==> src/rtl/piano_seq_pkg.sv <==
// Shared types and constants for the piano melody sequencer.
package piano_seq_pkg;

    typedef enum logic [1:0] {
        IDLE = 2'd0,
        LOAD = 2'd1,
        NOTE = 2'd2,
        GAP  = 2'd3
    } state_t;

    localparam int unsigned NUM_KEYS = 12;
    localparam int unsigned ENTRY_W  = 16;

    // Melody entry layout: {key[3:0], octave[2:0], rest, duration[7:0]}
    localparam int unsigned KEY_MSB  = 15;
    localparam int unsigned KEY_LSB  = 12;
    localparam int unsigned OCT_MSB  = 11;
    localparam int unsigned OCT_LSB  = 9;
    localparam int unsigned REST_BIT = 8;
    localparam int unsigned DUR_MSB  = 7;
    localparam int unsigned DUR_LSB  = 0;

    // One-hot key drive; rests and out-of-range key indices stay silent.
    function automatic logic [NUM_KEYS-1:0] key_onehot(input logic [3:0] key,
                                                       input logic       rest);
        logic [NUM_KEYS-1:0] oh;
        oh = '0;
        if (!rest && (key < 4'(NUM_KEYS))) begin
            oh = NUM_KEYS'(1) << key;
        end
        return oh;
    endfunction

    // Octave shifted by a signed transpose and saturated to 0..7.
    // Sum is widened so the largest case (7+3) saturates instead of wrapping.
    function automatic logic [2:0] oct_transpose(input logic [2:0] oct,
                                                 input logic [2:0] tr);
        logic signed [4:0] sum;
        sum = $signed({2'b00, oct}) + $signed({{2{tr[2]}}, tr});
        if (sum < 5'sd0) begin
            return 3'd0;
        end
        if (sum > 5'sd7) begin
            return 3'd7;
        end
        return sum[2:0];
    endfunction

endpackage

==> src/rtl/piano_melody_sequencer_vol_tracker.sv <==
// Steers the tone block's volume toward a target with spaced up/down pulses.
module piano_vol_tracker
    import piano_seq_pkg::*;
#(
    parameter int unsigned VOL_WAIT = 4
) (
    input  logic       clk,
    input  logic       reset,
    input  logic [3:0] target_vol,
    input  logic [3:0] volume_monitor,
    output logic       vol_up,
    output logic       vol_down
);

    localparam int unsigned WW = $clog2(VOL_WAIT);

    logic [WW-1:0] wait_cnt;
    logic [WW-1:0] wait_nx;
    logic          up_nx;
    logic          down_nx;

    // Compare only when the hold-off counter has drained; a pulse re-arms it.
    always_comb begin
        wait_nx = wait_cnt;
        up_nx   = 1'b0;
        down_nx = 1'b0;
        if (wait_cnt != '0) begin
            wait_nx = wait_cnt - WW'(1);
        end else if (target_vol > volume_monitor) begin
            up_nx   = 1'b1;
            wait_nx = WW'(VOL_WAIT - 1);
        end else if (target_vol < volume_monitor) begin
            down_nx = 1'b1;
            wait_nx = WW'(VOL_WAIT - 1);
        end
    end

    // Pulse and hold-off registers.
    always_ff @(posedge clk or posedge reset) begin
        if (reset) begin
            wait_cnt <= '0;
            vol_up   <= 1'b0;
            vol_down <= 1'b0;
        end else begin
            wait_cnt <= wait_nx;
            vol_up   <= up_nx;
            vol_down <= down_nx;
        end
    end

endmodule

==> src/rtl/piano_melody_sequencer.sv <==
// Melody sequencer driving the 12-key piano tone block.
// Optional transpose input enabled by defining PIANO_SEQ_TRANSPOSE_EN.
module piano_melody_sequencer
    import piano_seq_pkg::*;
#(
    parameter int unsigned TICK_DIV  = 1000000,
    parameter int unsigned DEPTH     = 32,
    parameter int unsigned GAP_TICKS = 1,
    parameter int unsigned VOL_WAIT  = 4
) (
    input  logic                       clk,
    input  logic                       reset,
    input  logic                       wr_en,
    input  logic [$clog2(DEPTH)-1:0]   wr_addr,
    input  logic [15:0]                wr_data,
    input  logic                       start,
    input  logic                       stop,
    input  logic                       loop_en,
    input  logic [$clog2(DEPTH):0]     seq_len,
    input  logic [3:0]                 target_vol,
    input  logic [3:0]                 volume_monitor,
`ifdef PIANO_SEQ_TRANSPOSE_EN
    input  logic [2:0]                 transpose,
`endif
    output logic [NUM_KEYS-1:0]        piano_keys,
    output logic [2:0]                 octave_num,
    output logic                       play_en,
    output logic                       vol_up,
    output logic                       vol_down,
    output logic                       busy,
    output logic [$clog2(DEPTH)-1:0]   cur_step,
    output logic                       done
);

    localparam int unsigned AW = $clog2(DEPTH);
    localparam int unsigned LW = AW + 1;
    localparam int unsigned PW = $clog2(TICK_DIV + 1);
    localparam int unsigned GW = $clog2(GAP_TICKS + 1);
    localparam int unsigned TW = (GW > 8) ? GW : 8;

    logic [ENTRY_W-1:0] mem [DEPTH];
    logic [ENTRY_W-1:0] rd_q;
    logic               rd_en;

    state_t              state, state_nx;
    logic                rd_phase, rd_phase_nx;
    logic [AW-1:0]       step, step_nx;
    logic [LW-1:0]       len, len_nx;
    logic [PW-1:0]       presc, presc_nx;
    logic [TW-1:0]       ticks, ticks_nx;
    logic [NUM_KEYS-1:0] keys_nx;
    logic [2:0]          oct_nx;
    logic                active, active_nx;
    logic                done_nx;
    logic                tick;
    logic                end_step;

    logic [3:0]          rd_key;
    logic [2:0]          rd_oct;
    logic                rd_rest;
    logic [7:0]          rd_dur;
    logic [2:0]          oct_sel;

    assign rd_key  = rd_q[KEY_MSB:KEY_LSB];
    assign rd_oct  = rd_q[OCT_MSB:OCT_LSB];
    assign rd_rest = rd_q[REST_BIT];
    assign rd_dur  = rd_q[DUR_MSB:DUR_LSB];

`ifdef PIANO_SEQ_TRANSPOSE_EN
    assign oct_sel = oct_transpose(rd_oct, transpose);
`else
    assign oct_sel = rd_oct;
`endif

    // Read is issued in the first LOAD cycle; data is used in the second.
    assign rd_en = (state == LOAD) && !rd_phase;

    // Melody store: one write port, registered read-first read port, no reset.
    always_ff @(posedge clk) begin
        if (wr_en) begin
            mem[wr_addr] <= wr_data;
        end
        if (rd_en) begin
            rd_q <= mem[step];
        end
    end

    assign tick = (presc == PW'(TICK_DIV - 1));

    // Next-state and registered-output logic for playback.
    always_comb begin
        state_nx    = state;
        rd_phase_nx = rd_phase;
        step_nx     = step;
        len_nx      = len;
        presc_nx    = presc;
        ticks_nx    = ticks;
        keys_nx     = piano_keys;
        oct_nx      = octave_num;
        active_nx   = active;
        done_nx     = 1'b0;
        end_step    = 1'b0;

        case (state)
            IDLE: begin
                if (start && (seq_len != '0)) begin
                    len_nx      = (seq_len > LW'(DEPTH)) ? LW'(DEPTH) : seq_len;
                    step_nx     = '0;
                    rd_phase_nx = 1'b0;
                    active_nx   = 1'b1;
                    state_nx    = LOAD;
                end
            end
            LOAD: begin
                if (!rd_phase) begin
                    rd_phase_nx = 1'b1;
                end else begin
                    rd_phase_nx = 1'b0;
                    presc_nx    = '0;
                    ticks_nx    = (rd_dur == 8'd0) ? TW'(1) : TW'(rd_dur);
                    keys_nx     = key_onehot(rd_key, rd_rest);
                    oct_nx      = oct_sel;
                    state_nx    = NOTE;
                end
            end
            NOTE: begin
                presc_nx = tick ? '0 : presc + PW'(1);
                if (tick) begin
                    if (ticks == TW'(1)) begin
                        if (GAP_TICKS > 0) begin
                            keys_nx  = '0;
                            ticks_nx = TW'(GAP_TICKS);
                            state_nx = GAP;
                        end else begin
                            end_step = 1'b1;
                        end
                    end else begin
                        ticks_nx = ticks - TW'(1);
                    end
                end
            end
            GAP: begin
                presc_nx = tick ? '0 : presc + PW'(1);
                if (tick) begin
                    if (ticks == TW'(1)) begin
                        end_step = 1'b1;
                    end else begin
                        ticks_nx = ticks - TW'(1);
                    end
                end
            end
            default: begin
                state_nx = IDLE;
            end
        endcase

        if (end_step) begin
            keys_nx = '0;
            if ((LW'(step) + LW'(1)) < len) begin
                step_nx  = step + AW'(1);
                state_nx = LOAD;
            end else if (loop_en) begin
                step_nx  = '0;
                state_nx = LOAD;
            end else begin
                active_nx = 1'b0;
                done_nx   = 1'b1;
                state_nx  = IDLE;
            end
        end

        if (stop) begin
            state_nx    = IDLE;
            rd_phase_nx = 1'b0;
            keys_nx     = '0;
            active_nx   = 1'b0;
            done_nx     = 1'b0;
        end
    end

    // State and output registers.
    always_ff @(posedge clk or posedge reset) begin
        if (reset) begin
            state      <= IDLE;
            rd_phase   <= 1'b0;
            step       <= '0;
            len        <= '0;
            presc      <= '0;
            ticks      <= '0;
            piano_keys <= '0;
            octave_num <= '0;
            active     <= 1'b0;
            done       <= 1'b0;
        end else begin
            state      <= state_nx;
            rd_phase   <= rd_phase_nx;
            step       <= step_nx;
            len        <= len_nx;
            presc      <= presc_nx;
            ticks      <= ticks_nx;
            piano_keys <= keys_nx;
            octave_num <= oct_nx;
            active     <= active_nx;
            done       <= done_nx;
        end
    end

    assign busy     = active;
    assign play_en  = active;
    assign cur_step = step;

    piano_vol_tracker #(
        .VOL_WAIT (VOL_WAIT)
    ) u_vol (
        .clk            (clk),
        .reset          (reset),
        .target_vol     (target_vol),
        .volume_monitor (volume_monitor),
        .vol_up         (vol_up),
        .vol_down       (vol_down)
    );

endmodule

==> config.mk <==
export PLATFORM = sky130hd
export DESIGN_NAME = piano_melody_sequencer
export DESIGN_NICKNAME = d
export VERILOG_FILES = /design/src/rtl/piano_seq_pkg.sv /design/src/rtl/piano_melody_sequencer_vol_tracker.sv /design/src/rtl/piano_melody_sequencer.sv
export SDC_FILE = /design/constraint.sdc
export NUM_CORES = 1
export LEC_CHECK = 0
export ABC_CLOCK_PERIOD_IN_PS = 3180
export CELL_PAD_IN_SITES_DETAIL_PLACEMENT = 1
export CELL_PAD_IN_SITES_GLOBAL_PLACEMENT = 1
export CORE_ASPECT_RATIO = 0.75
export CORE_MARGIN = 1
export CORE_UTILIZATION = 50
export DETAILED_ROUTE_END_ITERATION = 8
export DONT_BUFFER_PORTS = 1
export PLACE_DENSITY_LB_ADDON = 0.2
export SLEW_MARGIN = 15
export SYNTH_ARGS = -nofsm -noshare
export SYNTH_HDL_FRONTEND = slang
export SYNTH_SLANG_ARGS = --single-unit
==> constraint.sdc <==
create_clock -name clk -period 3.18 [get_ports clk]
set_clock_uncertainty 0.15 [all_clocks]
set_input_delay 0.477 -clock clk [delete_from_list [all_inputs] [get_ports clk]]
set_output_delay 0.477 -clock clk [all_outputs]
set_load 0.05 [all_outputs]
==> results list, run 1 <==
* Run status: completed
- Buffers placed on the I/O ports in this run total 0.
* DR vias: 13200
- Launch point of the worst path: cur_step[1]$_DFF_PP0_
- Pre-Repair DR Iteration Count: 5
* Startpoint kind of the worst setup timing path: flip-flop
- Net count of the mapped netlist: 1398
- Mux contribution to synthesized area: 0.128
* Post-CTS Setup Bufs: 0
* FILL cells: 4209
- Critical Path Fanout Max: 41
- Summed over all layers, the global routing overflow is 0.
- Pin slew with the least headroom to its limit: 1.21 ns
- Number of unique standard cell types used by synthesis: 65
- The final number of max-transition violations was 0.
- Relative to the synthesized area, the layout overhead comes to 13.8%.
- Main flop type after synthesis: sky130_fd_sc_hd__edfxtp_1
- Xor-xnor portion of the synthesized cell area: 0.00329
- For this configuration, the core starts out at a cell density of 0.507.
- Rows: 69
- After synthesis, the largest family of logic cells by area is multiplexers.
* Final Hold Slack: 0.0320 ns
- Data on the critical path is required at its endpoint by 3.39 ns.
* Die footprint: 48800 µm²
- Final setup violation count: 0
- The die is 192 µm tall.
- First-pass GRT wire length: 90400 µm
- Worst Setup Slack post-DPL: 0.273 ns
* Cell type contributing the most total cell area after synthesis: sky130_fd_sc_hd__edfxtp_1
- Number of antenna violations at the first check in global routing: 2
* Cell types with the largest area share after synthesis: sky130_fd_sc_hd__edfxtp_1 (66%), sky130_fd_sc_hd__mux4_2 (7.5%), sky130_fd_sc_hd__dfrtp_1 (6.6%)
- VDD sags by at most 0.465 mV.
- The synthesized design contains 591 register bits.
- In this run the cell area of the synthesized design comes to 24000 µm².
* Worst EP arrival: 3.08 ns
- Endpoint of the worst hold-timing path: mem[10][11]$_DFFE_PP_
- The final layout contains 1497 nets.
- Sum of net half-perimeters after detailed placement: 36800 µm
- The tree built by TritonCTS fans out to 591 sinks.
- Total core area: 47300 µm²
- Of the cells placed in the final design, the portion with a size suffix greater than 1 is 0.205.
* Post-cts hold buffer count: 37
- Total Wirelength: 60700 µm
- TritonCTS clock tree: built
- Worst hold path type: in -> reg
- The startpoint identified for the worst hold timing path is wr_data[11].
- Of the total synthesized cell area, the portion taken by AND, OR, NAND and NOR gates is 0.0482.
- Period Utilization, post-route: 0.903
- Pleak: 8.69 nW
- Startpoint of the most critical register-to-register path: cur_step[1]$_DFF_PP0_
- Width of the die: 255 µm
- Per-instance average area after synthesis: 17.9 µm²
* Cell depth of the worst hold path: 1
- Post-route minimum period: 2.87 ns
- Of the synthesized area, sequential elements account for 0.727.
- Number of max-cap violations: 0
- Initial DRC count: 1293
- Capture instance of the worst register-to-register path: rd_q[3]$_DFFE_PP_
- Kind of critical path: reg -> reg
- In this run, placement finished with an instance count of 1980.
- Final Hold Viols: 0
- Skew-Pair Late Insertion Delay: 0.62 ns
- Via density per instance: 6.24
- The worst setup path is captured at a flip-flop.
- Total power: 16.6 mW
* Highest-count cells in the layout ignoring fill and taps: sky130_fd_sc_hd__edfxtp_1 (528), sky130_fd_sc_hd__mux2i_1 (99), sky130_fd_sc_hd__mux4_2 (80), sky130_fd_sc_hd__buf_4 (65), sky130_fd_sc_hd__o221ai_1 (64)
- Across every metal layer, demand over resource in global routing totals 0.256.
- Headroom to the max-slew limit: 0.194
- Vias in the first global route: 13900
- DRC viols: 0
- FF-to-FF setup slack: 0.31 ns
- In this run, synthesis inferred 528 flip-flops with an integrated enable.
* Async set-or-reset flop fraction in the synthesized netlist: 0.107
- During I/O placement, the number of pins put on the boundary was 66.
- No sink is reached through more buffers than the 3 on the longest clock path.
- Area fraction in compound gates after synthesis: 0.0662
* Fraction of post-synthesis cell area in the top cell type by area: 0.662
- Clock-pin slew was measured on the worst setup and hold paths at 0.06 ns.
* Number of buffers created by CTS: 56
- Most common library cell in the layout ignoring fill and taps: sky130_fd_sc_hd__edfxtp_1
* Unrepaired setup endpoints after global routing: no
- For this run, the number of Yosys warnings is 0.
* Power density cells: 610 nW/µm²
- The detail route stage leaves a number of antenna-violating nets equal to 0.
- For the final routed database, the setup TNS stands at 0 ns.
- Entering global routing, the biggest net connects 68 pins.
* Syn Inst Count: 1337
- The cell sitting at the root of the clock tree is a sky130_fd_sc_hd__clkbuf_16.
- After clock tree synthesis, the repair step resized 0 gates.
- Setup slack on the critical path of the routed design comes to 0.309 ns.
- Weighted congestion at the end of routability-driven global placement: 0.809
- Fmax: 348 MHz
- CTS built an H-tree with a depth of 2.
- Fraction of the mapped netlist area in adder cells: 0.0104
- Length in cells of the worst reg-to-reg path: 6
* Routed wire length per instance: 28.6 µm
- Final instance count without filler cells: 2120
==> worst max-delay path by stage <==
stage                                            to  slack [ns]
final                             rd_q[3]$_DFFE_PP_        0.31
after global routing      piano_keys[7]$_DFFE_PP0P_        0.22
after global placement            rd_q[3]$_DFFE_PP_        0.35
after floorplan               cur_step[0]$_DFF_PP0_        0.02
after CTS                         rd_q[3]$_DFFE_PP_        0.27
after detailed placement          rd_q[3]$_DFFE_PP_        0.27
==> stage by stage <==
step	cell area (µm²)	utilization
finish	27300	0.577
CTS	27300	0.577
global placement	25200	0.532
floorplan	24000	-
global route	27300	0.577
detailed placement	25200	0.532
==> cell families after synthesis <==
kind of cell,after synthesis
AO/OA/AOI/OAI,203
adder cells (fa/ha/maj),20
AND/OR/NAND/NOR,216
flip-flops,591
XOR/XNOR,9
buffers and inverters,95
multiplexers,203
==> sequential cells by signal, indices dropped and copies added (netlist names) <==
signal / cells
done: 1
len: 6
octave_num: 3
busy: 1
ticks: 8
piano_keys: 12
presc: 20
rd_q: 16
cur_step: 5
u_vol.vol_down: 1
mem: 512
rd_phase: 1
state: 2
u_vol.vol_up: 1
u_vol.wait_cnt: 2
==> routing by layer <==
| metal | vias to the layer above | GRT usage | share of wire |
|---|---|---|---|
| met4 | 2 | 0.0719 | 0.022 |
| li1 | 5654 | - | - |
| met1 | 7064 | 0.363 | 0.44 |
| met2 | 423 | 0.406 | 0.47 |
| met5 | - | 0 | 0.00021 |
| met3 | 84 | 0.0514 | 0.064 |
==> synth_stat cells (all sizes together) (18+ instances only) <==
library cell / number
mux2i: 99
nand3: 25
mux2: 24
mux4: 80
o21ai: 19
nor2b: 23
o221ai: 64
nand2: 35
edfxtp: 528
a21boi: 18
inv: 26
o22ai: 19
clkbuf: 33
buf: 35
ha: 20
dfrtp: 63
nor2: 59
==> worst max-delay path: stages (launching register included) <==
cell and delay, ns:
sky130_fd_sc_hd__dfrtp_4 0.58, sky130_fd_sc_hd__buf_12 0.32, sky130_fd_sc_hd__buf_4 0.40, sky130_fd_sc_hd__mux4_2 0.37, sky130_fd_sc_hd__mux2_2 0.27, sky130_fd_sc_hd__o221ai_1 0.35, sky130_fd_sc_hd__o31ai_1 0.14
==> area by class of cell <==
class                           instances  area [µm²]  area share
Inverter                               27         101     0.00371
Sequential cell                       591       17400       0.639
Multi-Input combinational cell        651        6180       0.227
Tap cell                              639         800      0.0293
Clock inverter                         29         168     0.00615
Timing Repair Buffer                  109        1100      0.0403
Clock buffer                           73        1490      0.0545
Antenna cell                            1        2.50   0.0000917
==> where the power goes <==
part / total (mW) / switching, mW / internal (mW)
registers: 9.13 / 0.369 / 8.76
logic: 1.36 / 0.879 / 0.477
clock network: 6.16 / 2.87 / 3.29
total: 16.6 / 4.12 / 12.5
No activity file was read; power rests on OpenSTA's default activity.
==> run 2, diff against run 1 <==
CAP_MARGIN = 20   (was default)
CORE_UTILIZATION = 40   (was 50)
==> results list, run 2 (synthesis results as in run 1) <==
- Width of the die: 285 µm
- Startpoint kind of the worst setup timing path: flip-flop
* Pin slew with the least headroom to its limit: 0.931 ns
- The H-tree was split into 2 levels.
- For this block, the initial DRC count from the detailed router was 992.
- Counting flops per register, the top entry is mem.
* Met2 wire len: 27700 µm
- Grouping stages by cell kind, the critical path spends the most delay in multiplexers.
* GR Overflow Total: 0
* Fmax: 358 MHz
* TritonCTS clock tree: built
* Kind of critical path: reg -> reg
* DP Area: 25400 µm²
- Number of buffers created by CTS: 55
- The routed design could run at a clock period as short as 2.80 ns.
* Area added between synthesis and finish: 15.1%
- The via count of the first global-routing pass came to 13700.
* Total Wirelength: 62400 µm
- Most common library cell in the layout ignoring fill and taps: sky130_fd_sc_hd__edfxtp_1
- The first detailed-routing pass ran for 8 iterations.
- Critical Path Fanout Max: 47
- In this run, placement finished with an instance count of 2133.
- Cell breakdown of the critical path: buf_12 -> mux4_2 -> mux2_2 -> o221ai_1 -> o31ai_1
* FILL cells: 5542
- The final number of max-transition violations is 0.
- On the worst path, the slowest cell contributes a delay of 0.57 ns.
- Max clock buf depth: 3
* Weighted congestion at the end of routability-driven global placement: 0.769
- Final core utilization: 0.467
- Across all setup checks in the final design, the least slack found is 0.384 ns.
- The core region is 59100 µm².
- Buffers placed on the I/O ports in this run total 0.
- Number of nets in the layout: 1500
- Met1 WL: 29500 µm
- Flip-flop count of the largest register after layout: 512
- FF-to-FF setup slack: 0.38 ns
- Of the cells placed in the final design, the portion with a size suffix greater than 1 is 0.212.
- Die footprint: 60900 µm²
- Measured against its own limit, the worst slew margin works out to 0.379.
* Initial core utilization: 0.406
- Final Hold Slack: 0.0395 ns
* DRC viols: 0
* DR vias: 13000
* Vertical extent of the die: 214 µm
- Rows: 77
- Final instance count without filler cells: 2272
- In the final timing run, aggregate negative setup slack is 0 ns.
- Post-Layout Inst Area: 27600 µm²
* Area used by multi-input combinational logic: 6190 µm²
- Final Hold Viols: 0
* First-pass GRT wire length: 92400 µm
- Among all stages on the critical path, the largest delay is contributed by sky130_fd_sc_hd__mux4_2.
- Setup violations remaining at the end of the flow were counted as 0.
- Antenna Violating Nets Remaining: 0
- The number of buffers and inverters on the critical path is 1.
- For this run, the total global-route usage over all layers was measured as 0.207.
* Cell chosen for the clock root: sky130_fd_sc_hd__clkbuf_16
* Total number of clock tree sinks: 591
* Max Used Layer: met5
* Critical Path RT: 3.36 ns
* Number of antenna violations at the first check in global routing: 1
- After detailed routing, the average wire length per cell comes to 27.5 µm.
- Total power: 17.0 mW
- Routed length on met3: 3780 µm
- Worst Setup Slack post-DPL: 0.336 ns
- Dividing the final minimum period by the clock period gives 0.879.
- Ant diodes: 0
- Regs by FF count: mem (512), presc (20), rd_q (16)
* Pleak: 8.75 nW
- During I/O placement, the number of pins put on the boundary was 66.
- Sort of element at the end of the critical path: flip-flop
- Via density per instance: 5.73
- Clock edge transition at the registers on the reported setup and hold paths: 0.06 ns
* Sum of net half-perimeters after detailed placement: 37200 µm
- Worst EP arrival: 2.98 ns
* Number of max-cap violations: 0
- Sequential cell area: 17400 µm²
- Unrepaired setup endpoints after global routing: no
- The run finished with clean final reports.
- The clock reaches the later pin of the worst-skew pair after 0.62 ns.
- Across the VDD grid, the largest voltage drop is 0.461 mV.
* Highest-count cells in the layout ignoring fill and taps: sky130_fd_sc_hd__edfxtp_1 (528), sky130_fd_sc_hd__mux2i_1 (99), sky130_fd_sc_hd__mux4_2 (80), sky130_fd_sc_hd__buf_4 (68), sky130_fd_sc_hd__o221ai_1 (64)
- Worst hold path type: in -> reg
- Entering global routing, the biggest net connects 58 pins.
- Power density cells: 618 nW/µm²
* # resized after CTS: 0
- The number of setup buffers added after CTS is 0.
-- run 2: what timing repair did --
item | in CTS | in global routing
hold buffers | 36 | 0
hold endpoints to repair | 558 | 0
setup endpoints to repair | 0 | 0
-- run 2: cell type report --
class / instances / share of cell area
clock buffer: 65 / 0.0516
clock inverter: 35 / 0.0118
inverter: 27 / 0.00367
multi-input combinational: 651 / 0.224
sequential: 591 / 0.632
tap: 790 / 0.0358
timing repair buffer: 113 / 0.0401
-- run 2: final timing paths --
| check | from | to | cells after the start |
|---|---|---|---|
| worst max-delay path | cur_step[0]$_DFF_PP0_ | rd_q[1]$_DFFE_PP_ | 5 |
| worst min-delay path | volume_monitor[3] | u_vol.vol_down$_DFF_PP0_ | 3 |
| worst max register to register | cur_step[0]$_DFF_PP0_ | rd_q[1]$_DFFE_PP_ | 5 |
| worst min register to register | len[3]$_DFFE_PP0P_ | len[3]$_DFFE_PP0P_ | 2 |
| max in group asynchronous | reset | cur_step[1]$_DFF_PP0_ | 3 |
| min in group asynchronous | reset | presc[12]$_DFFE_PP0P_ | 2 |
-- run 2: power breakdown --
part / total [mW] / internal, mW / switching, mW
Sequential: 9.12 / 8.76 / 0.365
Clock: 6.55 / 3.68 / 2.88
Combinational: 1.38 / 0.478 / 0.899
-- run 2: layer usage --
metal	GRT usage	vias to the layer above
met5	0	-
met4	0.0618	2
met3	0.0413	75
met2	0.306	358
met1	0.308	6925
li1	-	5663
-- run 2: worst reg2reg max path: cells and delay by family (launching register included) --
kind                   cells  cell delay, ns
multiplexers               2            0.94
buffers and inverters      1            0.33
AO/OA/AOI/OAI              2            0.59
flip-flops                 1            0.52
